<file path="src/rtl/mat_mult_engine.sv">
// Purpose: pipelined N x N matrix multiplier, C = A*B, unsigned or two's-complement elements.
// Latency: K+1 edges from accepted start to done (K = N*N/LANES issue groups plus one drain cycle).
// Backpressure: none; start is ignored while busy and the result holds with done until the next start.
module mat_mult_engine #(
  parameter  int W     = 2,
  parameter  int N     = 4,
  parameter  int LANES = 2,
  localparam int OW    = 2 * W + $clog2(N)
) (
  input  logic                clk,
  input  logic                rst,
  input  logic                start,
  input  logic                sgn,
  input  logic [N*N*W-1:0]    mat_A,
  input  logic [N*N*W-1:0]    mat_B,
  output logic                busy,
  output logic                done,
  output logic [N*N*OW-1:0]   mat_out
);

  localparam int K  = N * N / LANES;
  localparam int GW = (K > 1) ? $clog2(K) : 1;
  localparam int PW = 2 * W;

  typedef enum logic [1:0] {
    S_IDLE  = 2'd0,
    S_RUN   = 2'd1,
    S_DRAIN = 2'd2,
    S_DONE  = 2'd3
  } state_t;

  state_t            state_q, state_d;
  logic              accept;

  // Operands captured at acceptance; later input changes cannot disturb a running operation.
  logic [N*N*W-1:0]  a_q, b_q;
  logic              sgn_q;

  // Issue counter and product pipeline stage (products plus the group they belong to).
  logic [GW-1:0]     g_q;
  logic [GW-1:0]     prod_g;
  logic              prod_vld;
  logic [PW-1:0]     prod_q [LANES][N];
  logic [PW-1:0]     prod_d [LANES][N];

  // Lane sums and the result matrix.
  logic [OW-1:0]     sum_d [LANES];
  logic [N*N*OW-1:0] mat_q;

  // Row/column of the group being issued and element index of the group being written.
  int                iss_row, iss_col, wr_base;

  assign iss_row = (int'(g_q) * LANES) / N;
  assign iss_col = (int'(g_q) * LANES) % N;
  assign wr_base = int'(prod_g) * LANES;
  assign mat_out = mat_q;

  // One W x W multiply; operands widened by one bit so unsigned and signed share a signed multiplier.
  function automatic logic [PW-1:0] mul_el(input logic [W-1:0] a, input logic [W-1:0] b, input logic s);
    logic signed [W:0]    ax;
    logic signed [W:0]    bx;
    logic signed [PW+1:0] p;
    ax = signed'({s & a[W-1], a});
    bx = signed'({s & b[W-1], b});
    p  = ax * bx;
    return p[PW-1:0];
  endfunction

  // Widen a 2W-bit product to OW bits, sign- or zero-extending according to the mode.
  function automatic logic [OW-1:0] ext_prod(input logic [PW-1:0] p, input logic s);
    logic signed [PW:0] t;
    t = signed'({s & p[PW-1], p});
    return OW'(t);
  endfunction

  // State register; reset forces IDLE immediately.
  always_ff @(posedge clk or posedge rst) begin
    if (rst) state_q <= S_IDLE;
    else     state_q <= state_d;
  end

  // Next-state logic, start acceptance and status outputs.
  always_comb begin
    state_d = state_q;
    accept  = 1'b0;
    busy    = 1'b0;
    done    = 1'b0;
    case (state_q)
      S_IDLE: begin
        if (start) begin
          accept  = 1'b1;
          state_d = S_RUN;
        end
      end
      S_RUN: begin
        busy = 1'b1;
        if (g_q == GW'(K - 1)) state_d = S_DRAIN;
      end
      S_DRAIN: begin
        busy    = 1'b1;
        state_d = S_DONE;
      end
      S_DONE: begin
        done = 1'b1;
        if (start) begin
          accept  = 1'b1;
          state_d = S_RUN;
        end
      end
      default: state_d = S_IDLE;
    endcase
  end

  // Operand capture on an accepted start.
  always_ff @(posedge clk or posedge rst) begin
    if (rst) begin
      a_q   <= '0;
      b_q   <= '0;
      sgn_q <= 1'b0;
    end else if (accept) begin
      a_q   <= mat_A;
      b_q   <= mat_B;
      sgn_q <= sgn;
    end
  end

  // N*LANES multipliers: every lane shares row A[r][*] and takes its own column of B.
  always_comb begin
    for (int l = 0; l < LANES; l++) begin
      for (int k = 0; k < N; k++) begin
        prod_d[l][k] = mul_el(a_q[(N*N-1-(iss_row*N+k))*W +: W],
                              b_q[(N*N-1-(k*N+iss_col+l))*W +: W],
                              sgn_q);
      end
    end
  end

  // Issue counter and product register; a new start clears the pipeline so no stale group is written.
  always_ff @(posedge clk or posedge rst) begin
    if (rst) begin
      g_q      <= '0;
      prod_g   <= '0;
      prod_vld <= 1'b0;
      for (int l = 0; l < LANES; l++)
        for (int k = 0; k < N; k++)
          prod_q[l][k] <= '0;
    end else if (accept) begin
      g_q      <= '0;
      prod_g   <= '0;
      prod_vld <= 1'b0;
      for (int l = 0; l < LANES; l++)
        for (int k = 0; k < N; k++)
          prod_q[l][k] <= '0;
    end else begin
      prod_vld <= (state_q == S_RUN);
      if (state_q == S_RUN) begin
        prod_q <= prod_d;
        prod_g <= g_q;
        g_q    <= (g_q == GW'(K - 1)) ? '0 : g_q + 1'b1;
      end
    end
  end

  // Adder tree: sum the N registered products of each lane in the operation's signedness.
  always_comb begin
    for (int l = 0; l < LANES; l++) begin
      sum_d[l] = '0;
      for (int k = 0; k < N; k++)
        sum_d[l] = sum_d[l] + ext_prod(prod_q[l][k], sgn_q);
    end
  end

  // Result matrix: cleared on start, otherwise one group of LANES slots written per valid product set.
  always_ff @(posedge clk or posedge rst) begin
    if (rst) begin
      mat_q <= '0;
    end else if (accept) begin
      mat_q <= '0;
    end else if (prod_vld) begin
      for (int l = 0; l < LANES; l++)
        mat_q[(N*N-1-(wr_base+l))*OW +: OW] <= sum_d[l];
    end
  end

endmodule

</file>
<file path="config.mk">
export PLATFORM = sky130hd
export DESIGN_NAME = mat_mult_engine
export DESIGN_NICKNAME = d
export VERILOG_FILES = /design/src/rtl/mat_mult_engine.sv
export SDC_FILE = /design/constraint.sdc
export NUM_CORES = 1
export LEC_CHECK = 0
export ABC_CLOCK_PERIOD_IN_PS = 6500
export BUFFER_PORTS_ARGS = -buffer_cell sky130_fd_sc_hd__buf_2
export CORE_MARGIN = 5
export CORE_UTILIZATION = 42
export CTS_BUF_LIST = sky130_fd_sc_hd__clkbuf_4 sky130_fd_sc_hd__clkbuf_8
export DETAILED_ROUTE_END_ITERATION = 12
export GPL_TIMING_DRIVEN = 0
export PLACE_DENSITY = 0.68
export REMOVE_ABC_BUFFERS = 1
export SKIP_LAST_GASP = 1
export SYNTH_ARGS = -nofsm -noshare
export SYNTH_HDL_FRONTEND = slang
export SYNTH_SLANG_ARGS = --single-unit
</file>
<file path="constraint.sdc">
create_clock -name clk -period 6.5 [get_ports clk]
set_clock_uncertainty 0.1 [all_clocks]
set_input_delay 0.65 -clock clk [delete_from_list [all_inputs] [get_ports clk]]
set_output_delay 0.65 -clock clk [all_outputs]
set_load 0.005 [all_outputs]
</file>
After elaboration in Yosys (flattened, before gate mapping)

Cells that the tools add are included.

Bitwise gates (word level): 20
Reduce and logical (&&, ||, !) cells: 6
$add $sub $neg: 34
Magnitude comparators: 0
Div/mod/pow operators: 0
Shifts and indexed selects: 16
Muxes and demuxes: 19
Eq/ne operators: 6
Multipliers: 10

Operators with widths:

| cell                                                   | count |
|---|---|
| bitwise mux 96 bit                                     | 2 |
| two-way mux 96 bit                                     | 2 |
| variable shift 6 x 33 -> 96 bit (first input constant) | 2 |
| indexed part select 6 x 33 -> 96 bit                   | 2 |
| indexed part select 32 x 7 -> 2 bit                    | 4 |
| indexed part select 32 x 32 -> 2 bit                   | 3 |
| indexed part select 32 x 6 -> 2 bit                    | 3 |
| subtractor 5 x 31 -> 31 bit (first input constant)     | 3 |
| two-way mux 32 bit                                     | 2 |
| indexed part select 32 x 8 -> 2 bit                    | 2 |
| negator 10 -> 33 bit                                   | 1 |
| negator 9 -> 33 bit                                    | 1 |
| multiplier 3 x 3 -> 4 bit                              | 8 |
| subtractor 4 x 5 -> 6 bit (first input constant)       | 5 |
| adder 6 bit                                            | 4 |
| bitwise AND 1 bit                                      | 20 |
| adder 4 x 1 -> 5 bit (second input constant)           | 3 |
| two-way mux 3 bit                                      | 5 |
| subtractor 4 x 6 -> 7 bit (first input constant)       | 2 |
| adder 5 x 1 -> 6 bit (second input constant)           | 2 |
| adder 5 x 5 -> 6 bit                                   | 2 |
| adder 4 x 2 -> 5 bit (first input constant)            | 2 |
| adder 4 x 2 -> 5 bit (second input constant)           | 2 |
| subtractor 4 x 4 -> 5 bit (first input constant)       | 2 |
| 19 further kinds                                       | 27 |

Input port bits: 68
Latch bits: 0
Memories: 0
Memory bits (writable): 0
Bits in registers: 202
Memory bits (read-only): 0

Depth between registers and ports, before layout

Word-level depth: 9
Mapped depth: 22

Worst setup path after synthesis

OpenSTA, ideal clock, no wires.

Kind: register to register
From: register prod_g[1]
To: register mat_q[2] (netlist: mat_out[2])
Arrival: 4.949 ns
Cell stages (with the launch flop): 20
Path slack: 1.326 ns
Setup time: 0.125 ns
Clock period less this slack: 5.174 ns
Cell sequence: dfrtp_1 -> ha_1 -> nor2b_1 -> xnor2_1 -> ha_1 -> xnor2_4 -> inv_1 -> ha_1 -> buf_2 -> nor3b_2 -> o21ai_0 -> nor3_4 -> nand2_1 -> ha_1 -> or4b_2 -> nor4_1 -> nand4_1 -> nor4_2 -> o31ai_1 -> mux2_2

Cells in the longest elaborated chain, start to end: 8
Elaborated cells on any way between the ends: 15
Those cells by class: 5 x add/sub; 2 x mul; 4 x shift; 4 x mux

Ends and longest elaborated chain:

| what                                                                   | RTL line | source |
|---|---|---|
| start: declaration                                                     | 41       | `logic [GW-1:0] prod_g;` |
| start signal: assignment                                               | 158      | `prod_g <= g_q;` |
| adder 4 x 1 -> 5 bit or subtractor 4 x 4 -> 5 bit (tied branches)      | 181      | `mat_q[(N*N-1-(wr_base+l))*OW +: OW] <= sum_d[l];` |
| subtractor 4 x 5 -> 6 bit or multiplier 5 x 3 -> 8 bit (tied branches) | 181      |  |
| multiplier 6 x 3 -> 9 bit or negator 9 -> 33 bit (tied branches)       | 181      |  |
| negator 10 -> 33 bit (tied with other cells)                           | 181      |  |
| indexed part select 6 x 33 -> 96 bit (tied with other cells)           | 181      |  |
| bitwise mux 96 bit *                                                   | 181      |  |
| two-way mux 96 bit *                                                   | 179      | `end else if (prod_vld) begin` |
| two-way mux 96 bit *                                                   | 177      | `end else if (accept) begin` |
| end signal: indexed assignment                                         | 181      |  |
| end: declaration                                                       | 48       | `logic [N*N*OW-1:0] mat_q;` |

Mark *: on every way between the ends. The rest lies on a longest branch, timed or not. The select of a mux whose other input is x is not followed.
A chain may end at the register's enable or synchronous reset.

Final worst setup path

From: register prod_g[0]
To: register mat_q[35] (netlist: mat_out[35])

Same word-level chain as after synthesis.

==> out/results.ini <==
[global_routing]
antenna_found_initial=0
first_global_vias=12700
grt_remaining_overflow=0
grt_max_degree=107
grt_pass1_wl_um=70630
grt_use_total=0.2403

[floorplan]
core.rowCount=66
die_h_um=191.8
fp.dieArea_sq_um=36800
fp.coreArea_sq_um=32620
pin_count=166
initial_core_util=0.4257
die_width_um=191.8

[synthesis]
yosysTopAreaCellShare=0.3640
syn_area_sq_um=13890
ys_warn_count=0
synth-edff-count=0
ys_seq_elements=202
syn_avg_cell_area_sq_um=8.828
synth.area.top_cells=dfrtp_1 36%, nand2_1 8.8%, fa_1 5.3%
ys_types=86
ys_seq_area_frac=0.3640
synth_largest_area_cell=dfrtp_1
ys.flop_type=dfrtp_1
syn_inst=1573
async_flop_share=1.000

[finish]
n_antenna_cell=0
nets=1855
areaGrowthSynthToFinish_pct=15.61
final_cell_mix=324 x nand2_1, 200 x dfrtp_1, 165 x buf_2
final_common_cell=nand2_1
fin_area_sq_um=16060
n_fill_cell=3151
layoutNonFillerInstCount=2173
drive_above_1_share=0.1878

[timing]
max_freq_mhz=161.2
maxSlewViolCount=0
setup_slack_ns=0.2950
finalHoldViolCount=0
rsz0062_at_grt=false
setup_viol=0
finalCritPeriodShare=0.9546
max-slew-margin-rel=0.006563
worst_pin_slew_ns=1.475
min_period_ns=6.205

[clocking]
cts_tree=built
cts_root_buf=clkbuf_8
clk_pin_slew_ns=0.06
cts_buffers=38
cts_sinks=202
insertion_delay_ns=0.55
hold_buffers=0
htreeDepth=2
clock_path_buffers=3

[flow_run]
drv_cap=1

[critical_path]
endpoint_kind=flip-flop
start_kind=flip-flop
critical_path.slowest_cell=a2111oi_4
crit_path_max_incr_delay_ns=0.70
path_cells=ha_2 -> nor2b_1 -> xnor2_1 -> ha_1 -> xnor2_4 -> inv_1 -> ha_1 -> nor3b_4 -> o21ai_0 -> nor3_4 -> nand2_1 -> ha_1 -> nor4b_1 -> nand4_1 -> a2111oi_4 -> nand2_1 -> or3_1 -> a31oi_1
cp.arrival_ns=6.57
crit_top_cell=ha_1
r2r_cells=18
reg2reg_from=prod_g[0]
r2r_setup_slack_ns=0.30
required_ns=6.87
r2r-end=mat_out[35]
worstSetupPathType=reg -> reg
crit_fanout=17

[detailed_routing]
drt_iter0_drc=1431
drtPass1Iterations=7
vias_per_cell=5.966
ant_nets=0
wl_um=44620
vias=12970
drc=0
routedWlPerCell_um=20.53

[worst_hold_path]
hp-class=in -> async

[placed_design]
hpwl_um=31860
port_buffers=165
dpl_cell_area_sq_um=15190
gp_congestion=0.9726
place_ws_ns=-0.5532
dpl.cell_count=2101

[outcome]
outcome=complete, but fails checks
violations=max-capacitance violations

per-layer routing:
metal,track usage,wire length (um),vias to the layer above
met5,0,0,-
met4,0.1149,2389,0
met3,0.04126,3899,166
met2,0.3835,20160,690
met1,0.3184,18170,6158
li1,-,-,5951
logic make-up after synthesis:
logic type                 share of synthesized area
AOI/OAI and AO/OA                             0.1771
xor gates and xnor gates                     0.03244
adders and majority gates                    0.09659
buffers and inverters                        0.03811
DFF                                           0.3640
muxes                                        0.06181
other                                      0.0002700
and+or+nand+nor                               0.2297
final cells by class:
| type | instances | area, sq um | share of cell area |
|---|---|---|---|
| clock buffers | 58 | 735.7 | 0.04582 |
| clock inverters | 11 | 88.84 | 0.005533 |
| inverters | 46 | 180.2 | 0.01122 |
| multi-input cells | 1235 | 8389 | 0.5225 |
| flip-flops and latches | 202 | 5060 | 0.3151 |
| well taps | 442 | 553.0 | 0.03445 |
| repair buffers | 179 | 1049 | 0.06531 |
per-stage QoR:
| step | hold slack (ns) | TNS, ns | util |
|---|---|---|---|
| after floorplan | 0.3401 | -46.95 | - |
| after global placement | 0.3536 | -987.13 | 0.4573 |
| after detailed placement | 0.3588 | -14.57 | 0.4656 |
| after CTS | 0.1239 | 0 | 0.4914 |
| after global routing | 0.1620 | 0 | 0.4922 |
| final | 0.1145 | 0 | 0.4922 |
what timing repair did:
item	CTS	global route
pin swaps	2	0
gates cloned	0	0
gates resized for setup	2	4
setup endpoints to repair	48	37
setup buffers	2	1
synthesized netlist by cell type, types with 13 or more instances:
library cell / count
nand2_1: 325
dfrtp_1: 202
nor2_1: 110
clkbuf_1: 74
o21ai_0: 59
a21oi_1: 57
nand3_1: 52
ha_1: 48
inv_1: 45
fa_1: 37
mux2i_1: 36
nor3_1: 35
a31oi_1: 33
mux2_2: 27
nand4_1: 27
and2_1: 26
and3_1: 23
o22ai_1: 22
xnor2_1: 22
nand2b_1: 20
nor4_1: 17
a211oi_1: 16
a32o_1: 14
xor2_1: 14
a221o_1: 13
how the worst max path moves through the flow:
stage / start / end / slack, ns / depth (start not counted)
3_5_place_dp: prod_g[0] / mat_out[35] / -0.55 / 18
4_1_cts: prod_g[0] / mat_out[3] / 0.1 / 18
6_report: prod_g[0] / mat_out[35] / 0.30 / 18
3_3_place_gp: start / mat_out[52] / -7.58 / 7
5_1_grt: prod_g[0] / mat_out[89] / 0.007 / 19
2_1_floorplan: state_q[0] / mat_out[52] / -1.40 / 7
critical path: cells and delay by family, from the launching register on:
| kind | cells | cell delay (ns) |
|---|---|---|
| compound gates | 3 | 1.14 |
| xor+xnor | 2 | 0.33 |
| fa+ha+maj | 4 | 1.52 |
| simple gates | 8 | 2.33 |
| flops | 1 | 0.59 |
| buf+inv | 1 | 0.07 |
state kept, by name, summed over array words and instances (netlist names):
| register | flops |
|---|---|
| sgn_q | 1 |
| prod_q | 32 |
| state_q | 2 |
| prod_vld | 1 |
| mat_out | 96 |
| prod_g | 3 |
| a_q | 32 |
| b_q | 32 |
| g_q | 3 |
Power is left out: the tool's default activity adds up to more than one toggle a clock period on the data nets, which glitch-free logic cannot reach.
